### src/rtl/wb_sample_fifo.sv
// Wishbone B4 classic slave sample FIFO: DATA push/pop, STATUS, CTRL (flush, sticky clear, irq threshold).
// Every accepted access ends with exactly one single-cycle ack or err pulse.
module wb_sample_fifo #(
    parameter int dw    = 32,
    parameter int aw    = 32,
    parameter int DEPTH = 16
) (
    input  logic            wb_clk,
    input  logic            wb_rst_n,
    input  logic [aw-1:0]   wb_s_adr_i,
    input  logic [dw-1:0]   wb_s_dat_i,
    input  logic [3:0]      wb_s_sel_i,
    input  logic            wb_s_we_i,
    input  logic            wb_s_cyc_i,
    input  logic            wb_s_stb_i,
    input  logic [2:0]      wb_s_cti_i,
    input  logic [1:0]      wb_s_bte_i,
    output logic [dw-1:0]   wb_s_dat_o,
    output logic            wb_s_ack_o,
    output logic            wb_s_err_o,
    output logic            wb_s_rty_o,
    output logic            irq_o,
    output logic            full_o,
    output logic            empty_o
);
    localparam int PW = $clog2(DEPTH);
    localparam int CW = PW + 1;

    localparam logic [1:0] REG_DATA   = 2'd0;
    localparam logic [1:0] REG_STATUS = 2'd1;
    localparam logic [1:0] REG_CTRL   = 2'd2;

    logic [dw-1:0] mem [DEPTH];

    logic [PW-1:0] rd_ptr_reg, rd_ptr_next;
    logic [PW-1:0] wr_ptr_reg, wr_ptr_next;
    logic [CW-1:0] count_reg, count_next;
    logic [7:0]    thr_reg, thr_next;
    logic          ovf_reg, ovf_next;
    logic          unf_reg, unf_next;
    logic          ack_next, err_next;
    logic [dw-1:0] dat_next;
    logic          push;
    logic          accept;
    logic [8:0]    count9_reg, count9_next;
    logic [1:0]    rst_sync;
    logic          rst_n_int;

    // Assertion is immediate; release is retimed to wb_clk so no flop sees a racy deassert.
    always_ff @(posedge wb_clk or negedge wb_rst_n) begin
        if (!wb_rst_n) rst_sync <= 2'b00;
        else           rst_sync <= {rst_sync[0], 1'b1};
    end
    assign rst_n_int = rst_sync[1];

    assign accept      = wb_s_cyc_i & wb_s_stb_i & ~wb_s_ack_o & ~wb_s_err_o;
    assign wb_s_rty_o  = 1'b0;
    assign count9_reg  = 9'(count_reg);
    assign count9_next = 9'(count_next);

    always_comb begin
        rd_ptr_next = rd_ptr_reg;
        wr_ptr_next = wr_ptr_reg;
        count_next  = count_reg;
        thr_next    = thr_reg;
        ovf_next    = ovf_reg;
        unf_next    = unf_reg;
        ack_next    = 1'b0;
        err_next    = 1'b0;
        dat_next    = '0;
        push        = 1'b0;
        if (accept) begin
            case (wb_s_adr_i[3:2])
                REG_DATA: begin
                    if (wb_s_we_i) begin
                        if (wb_s_sel_i != 4'hF) begin
                            err_next = 1'b1;
                        end else if (full_o) begin
                            err_next = 1'b1;
                            ovf_next = 1'b1;
                        end else begin
                            ack_next    = 1'b1;
                            push        = 1'b1;
                            wr_ptr_next = wr_ptr_reg + PW'(1);
                            count_next  = count_reg + CW'(1);
                        end
                    end else begin
                        if (empty_o) begin
                            err_next = 1'b1;
                            unf_next = 1'b1;
                        end else begin
                            ack_next    = 1'b1;
                            dat_next    = mem[rd_ptr_reg];
                            rd_ptr_next = rd_ptr_reg + PW'(1);
                            count_next  = count_reg - CW'(1);
                        end
                    end
                end
                REG_STATUS: begin
                    if (wb_s_we_i) begin
                        err_next = 1'b1;
                    end else begin
                        ack_next = 1'b1;
                        dat_next = {14'b0, unf_reg, ovf_reg, count9_reg[7:0], 6'b0, full_o, empty_o};
                    end
                end
                REG_CTRL: begin
                    ack_next = 1'b1;
                    if (wb_s_we_i) begin
                        if (wb_s_sel_i[0] && wb_s_dat_i[0]) begin
                            rd_ptr_next = '0;
                            wr_ptr_next = '0;
                            count_next  = '0;
                        end
                        if (wb_s_sel_i[0] && wb_s_dat_i[1]) begin
                            ovf_next = 1'b0;
                            unf_next = 1'b0;
                        end
                        if (wb_s_sel_i[1]) thr_next = wb_s_dat_i[15:8];
                    end else begin
                        dat_next = {16'b0, thr_reg, 8'b0};
                    end
                end
                default: err_next = 1'b1;
            endcase
        end
    end

    always_ff @(posedge wb_clk or negedge rst_n_int) begin
        if (!rst_n_int) begin
            rd_ptr_reg <= '0;
            wr_ptr_reg <= '0;
            count_reg  <= '0;
            thr_reg    <= '0;
            ovf_reg    <= 1'b0;
            unf_reg    <= 1'b0;
            wb_s_ack_o <= 1'b0;
            wb_s_err_o <= 1'b0;
            wb_s_dat_o <= '0;
            irq_o      <= 1'b0;
            full_o     <= 1'b0;
            empty_o    <= 1'b1;
        end else begin
            rd_ptr_reg <= rd_ptr_next;
            wr_ptr_reg <= wr_ptr_next;
            count_reg  <= count_next;
            thr_reg    <= thr_next;
            ovf_reg    <= ovf_next;
            unf_reg    <= unf_next;
            wb_s_ack_o <= ack_next;
            wb_s_err_o <= err_next;
            wb_s_dat_o <= dat_next;
            irq_o      <= (thr_next != 8'd0) && (count9_next >= {1'b0, thr_next});
            full_o     <= (count_next == CW'(DEPTH));
            empty_o    <= (count_next == '0);
        end
    end

    // Storage is never reset or cleared; flush only moves the pointers.
    always_ff @(posedge wb_clk) begin
        if (push) mem[wr_ptr_reg] <= wb_s_dat_i;
    end

    logic unused_inputs;
    assign unused_inputs = ^{wb_s_adr_i[aw-1:4], wb_s_adr_i[1:0], wb_s_dat_i[dw-1:16],
                             wb_s_dat_i[7:2], wb_s_sel_i[3:2], wb_s_cti_i, wb_s_bte_i};
endmodule

### config.mk
export PLATFORM = sky130hd
export DESIGN_NAME = wb_sample_fifo
export DESIGN_NICKNAME = d
export VERILOG_FILES = /design/src/rtl/wb_sample_fifo.sv
export SDC_FILE = /design/constraint.sdc
export NUM_CORES = 1
export LEC_CHECK = 0
export ABC_AREA = 1
export BUFFER_PORTS_ARGS = -buffer_cell sky130_fd_sc_hd__buf_2
export CORE_AREA = 2 2 243 245
export CTS_CLUSTER_SIZE = 16
export DETAILED_ROUTE_END_ITERATION = 8
export DIE_AREA = 0 0 245 247
export GPL_TIMING_DRIVEN = 0
export SYNTH_ARGS = -nofsm -noshare
export SYNTH_HDL_FRONTEND = slang
export SYNTH_SLANG_ARGS = --single-unit
### constraint.sdc
create_clock -name wb_clk -period 4.8 [get_ports wb_clk]
set_input_delay 0.96 -clock wb_clk [delete_from_list [all_inputs] [get_ports wb_clk]]
set_output_delay 0.96 -clock wb_clk [all_outputs]
set_load 0.02 [all_outputs]
Word-level counts from Yosys, hierarchy flattened

Memories as Yosys holds them, arrays and structs flattened.
Cells that the tools add are included.

$add $sub $neg: 4
$lt $le $gt $ge: 1
Equal/unequal tests: 14
Mux-type cells: 55
Bitwise logic cells: 5
Reduce and logical (&&, ||, !) cells: 11

Operator list:

| kind                  | count |
|---|---|
| $mux W32              | 3 |
| $pmux W32 S3          | 1 |
| $mux W5               | 7 |
| $mux W8               | 4 |
| $mux W4               | 7 |
| $mux W1               | 24 |
| $ne A2 B2 Y1 const B  | 10 |
| $mux W18              | 1 |
| $mux W16              | 1 |
| $pmux W4 S2           | 2 |
| $reduce_and A7 Y1     | 2 |
| $reduce_and A6 Y1     | 2 |
| $pmux W5 S2           | 1 |
| $add A4 B1 Y4 const B | 2 |
| $ge A5 B8 Y1          | 1 |
| $reduce_bool A8 Y1    | 1 |
| $pmux W1 S3           | 2 |
| $add A5 B1 Y5 const B | 1 |
| $eq A5 B5 Y1 const B  | 1 |
| $logic_not A5 Y1      | 1 |
| $sub A5 B1 Y5 const B | 1 |
| $ne A4 B4 Y1 const B  | 1 |
| $pmux W1 S2           | 2 |
| $and A1 B1 Y1         | 3 |
| other kinds (6)       | 9 |

Bits in registers: 62
RAM bits: 512
Input port bits: 78
Output and inout bits: 38
Word-level logic and storage cells: 104
Memories: 1

Memory list:

| memory | depth | bits a word | read ports | clocked after memory_dff | wr ports | line | text |
|---|---|---|---|---|---|---|---|
| mem    | 16    | 32          | 1          | 0                        | 1        | 33   | `logic [dw-1:0] mem [DEPTH];` |

Logic depth before layout (Yosys ltp)

Depth after elaboration: 8
Depth in mapped cells: 19
Mapped depth without buffers: 19

Worst setup path before layout

No wires, ideal clock.

Path kind: input-to-reg
From: input port wb_s_cyc_i
To: memory mem[0][0] (enable)
Arrival time: 3.151 ns
Data required time: 4.379 ns
Setup slack: 1.228 ns
Stages on the path: 7
Buffers on the path: 1
Cell sequence: nand2_1 -> nor3_4 -> buf_4 -> nand2_4 -> nor3_2 -> nand2_1 -> nor2_1

Word-level cells in the longest chain between the ends: 6

Ends and longest elaborated chain:

| item                          | line | text |
|---|---|---|
| start: declaration            | 14   | `input logic wb_s_cyc_i,` |
| $and A1 B1 Y1 (3 in a row)    | 56   | `assign accept = wb_s_cyc_i & wb_s_stb_i & ~wb_s_ack_o & ~wb_s_err_o;` |
| $mux W1                       | 72   | `if (accept) begin` |
| $mux W1                       | 161  | `if (push) mem[wr_ptr_reg] <= wb_s_dat_i;` |
| $mux W1 (implied by the code) | 161  |  |
| end: declaration              | 33   |  |

No other way between the ends.

Worst setup path in the final report

From: input port wb_s_sel_i[0]
To: memory mem[4][24] (enable)

Word-level cells in the longest chain between the ends: 7

Ends and longest elaborated chain:

| item                          | line | text |
|---|---|---|
| start: declaration            | 12   | `input logic [3:0] wb_s_sel_i,` |
| $ne A4 B4 Y1                  | 76   | `if (wb_s_sel_i != 4'hF) begin` |
| $mux W1                       | 76   |  |
| $mux W1                       | 75   | `if (wb_s_we_i) begin` |
| $mux W1                       | 73   | `case (wb_s_adr_i[3:2])` |
| $mux W1                       | 72   |  |
| $mux W1                       | 161  |  |
| $mux W1 (implied by the code) | 161  |  |

No other way between the ends.

==> qor.yml <==
synthesis:
  yosys.cell_types.count: 39
  synth_nets: 1900
  netlist.area_leader.share: 0.672
  netlist_instances: 1810
  largest_cells_by_area_after_synthesis: "edfxtp_1, dfrtp_1, nand2_1"
  synth_seq_cells: 574
  synthDominantAreaCellType: "edfxtp_1"
  seq_area_frac_synth: 0.740
  ys.warnings.count: 0
  synth_top_flop_cell: "edfxtp_1"
  async_flop_share: 0.108
  mapped_cell_area_sq_um: 22900
  number_of_enable_flip_flop_cells_after_synthesis: 512
  post_synth.cell_area_avg_sq_um: 12.6
global_route:
  top_usage_layer: "met2"
  number_of_antenna_violations_at_the_first_check_in_global_routing: 2
  grt_pass1_vias: 14900
  grtUsageMet3: 0.0367
  grt_usage: 0.223
  use_met1: 0.302
  largest_net_degree_at_the_start_of_global_routing: 45
  wire_length_of_the_first_global_routing_pass_um: 98000
  global_route.usage.met2: 0.367
  gr-total-overflow: 0
critical_path:
  required_ps: 5130
  regToRegSetupSlack_ps: 1910
  arrival_ps: 3260
  timing.reg2reg.worst_path_depth: 7
  rr_endpoint: "mem[4][24]"
  cp-end-kind: "flop"
  worstSetupStartpointType: "input port"
  critical_path_peak_fanout: 19
  timing_worst_setup_path_type: "input port to flop"
  worstReg2RegStart: "wb_s_err_o"
layout:
  area.sequential_sq_um: 16900
  multi_input_gate_area_sq_um: 5240
  post_route_cells_drive_above_1_share: 0.144
  layout.cells.most_common: "edfxtp_1"
  finish.net_count: 2059
  mostFrequentLayoutCells: "edfxtp_1, nand2_1, nor2_1"
  layout.filler_cells: 5136
  largest_register_ffs: 512
  area_delta_synth_final_pct: 16.6
  n_antenna_cell: 0
timing:
  final-hold-violation-count: 0
  clock_skew_ps: 22.6
  final_min_period_over_clock_period: 0.611
  hold-worst-slack_ps: 107
  slew_headroom: 0.361
  worst_slew_pin_slew_ps: 956
  unrepaired_setup_endpoints_after_global_routing: "false"
  min_period_ps: 2930
  worst_slack_setup_final_ps: 1870
  slew_viol_final: 0
  report.final.setup_viol: 0
  fmax_mhz: 341
drt:
  route.final.wire_length_um: 67400
  detailroute.via_count: 15300
  postRouteAntennaNets: 0
  routed_wire_length_per_instance_um: 24.1
  avgViaCountPerCell: 5.48
  drcViolationCount: 0
  first_iter_violations: 1855
  drt-pass1-iter-count: 5
die:
  start_util: 0.393
  die_area_sq_um: 60500
  placeableCoreArea_sq_um: 58200
  die_w_um: 245
  die-height_um: 247
  placement_rows: 89
  io_pins: 116
cts:
  ctsResizeCount: 0
  cts_sinks: 574
  clock_tree.buffer_depth: 3
  cts.root.buffer_cell: "clkbuf_16"
  cts.hold.buffers_added: 0
  clock_pin_slew_worst_setup_and_hold_paths_ps: 60
  tritoncts: "yes"
  cts-buffers-inserted: 60
  cts.htree.levels: 2
  post-cts-setup-buffers: 0
  worstSkewPairLatency_ps: 640
pwr:
  ir_worst_vdd_mv: 0.293
  internal_power_uw: 9200
  total_leakage_power_uw: 0.00946
  p_switching_uw: 5060
  clkPwrFrac: 0.319
  power_switching_share: 0.355
  seq_power_share: 0.393
  power_density_nw_per_um2: 535
  combinationalPowerShare: 0.288
placed_design:
  numPortBuffers: 79
  detailed_place_hpwl_um: 43800
  pre_cts_slack_ps: 1240
  gpl.final_weighted_congestion: 0.868
run:
  max_cap_violation_count: 0
run_status:
  status: "finished clean"
hold_path:
  min-delay-path-class: "input port to async pin"
cell usage after synthesis, types with 5 or more instances:
master      n
clkbuf_1   37
nand4_1    25
nand2_1   271
a31oi_1     9
o21ai_0   192
buf_4      20
nor2_1    230
buf_2      42
a21oi_1    67
nand3_1   110
dfrtp_1    61
inv_1      71
o221ai_1   26
mux2i_1     5
o211ai_1   34
o21ai_1    15
edfxtp_1  512
a22oi_1     5
a211oi_1    5
inv_2       7
o22ai_1    16
ha_1       12
critical path: stages:
cell     delay [ps]
buf_2           120
nand2_1          80
nor2_2          200
nand3_1         200
nor3_2          300
nand2_1         300
nor2_4          810
buf_16          250
kinds of logic after synthesis:
group	synth area share
multiplexers	0.00219
AO/OA/AOI/OAI	0.0937
other	0.000328
buffers and inverters	0.0361
flip-flops	0.740
adder cells (fa/ha/maj)	0.00656
AND/OR/NAND/NOR	0.120
XOR/XNOR	0.000766
worst max-delay path by stage:
| stage | from | to | slack (ps) | depth (start not counted) |
|---|---|---|---|---|
| 2_1_floorplan | wb_s_cyc_i | mem[0][0] | 1230 | 7 |
| 3_3_place_gp | wb_s_sel_i[0] | mem[5][21] | -970 | 7 |
| 3_5_place_dp | wb_s_sel_i[0] | mem[4][21] | 1240 | 8 |
| 4_1_cts | wb_s_sel_i[0] | mem[4][30] | 1870 | 8 |
| 5_1_grt | wb_s_sel_i[0] | mem[4][13] | 1730 | 8 |
| 6_report | wb_s_sel_i[0] | mem[4][24] | 1870 | 8 |
power by group through the flow:
stage | Combinational (uW) | Clock (uW) | Sequential [uW]
finish | 4110 | 4550 | 5600
global route | 4430 | 4800 | 5610
CTS | 4070 | 4590 | 5600
detailed placement | 4050 | 0 | 5700
global placement | 3960 | 0 | 5710
floorplan | 2380 | 0 | 5710
final cells by class:
class | count | area share
inverter | 80 | 0.0113
sequential | 574 | 0.635
timing repair buffer | 97 | 0.0300
tap | 773 | 0.0363
clock inverter | 34 | 0.0113
clock buffer | 77 | 0.0605
buffer | 104 | 0.0197
multi-input combinational | 1052 | 0.196
stage by stage:
stage	cells	util	instance area, sq um	TNS [ps]	power [uW]
5_1_grt	2791	0.458	26700	0	14800
4_1_cts	2791	0.458	26700	0	14300
3_3_place_gp	2662	0.416	24200	-341350	9670
3_5_place_dp	2680	0.425	24800	0	9760
2_1_floorplan	1810	-	22900	0	8090
6_report	2791	0.458	26700	0	14300
per-layer routing:
layer | routed length [um] | up-vias
met5 | 27 | -
met4 | 2280 | 4
met3 | 5400 | 143
met2 | 32000 | 725
met1 | 27700 | 7544
li1 | - | 6865
(Power assumes the default switching activity.)
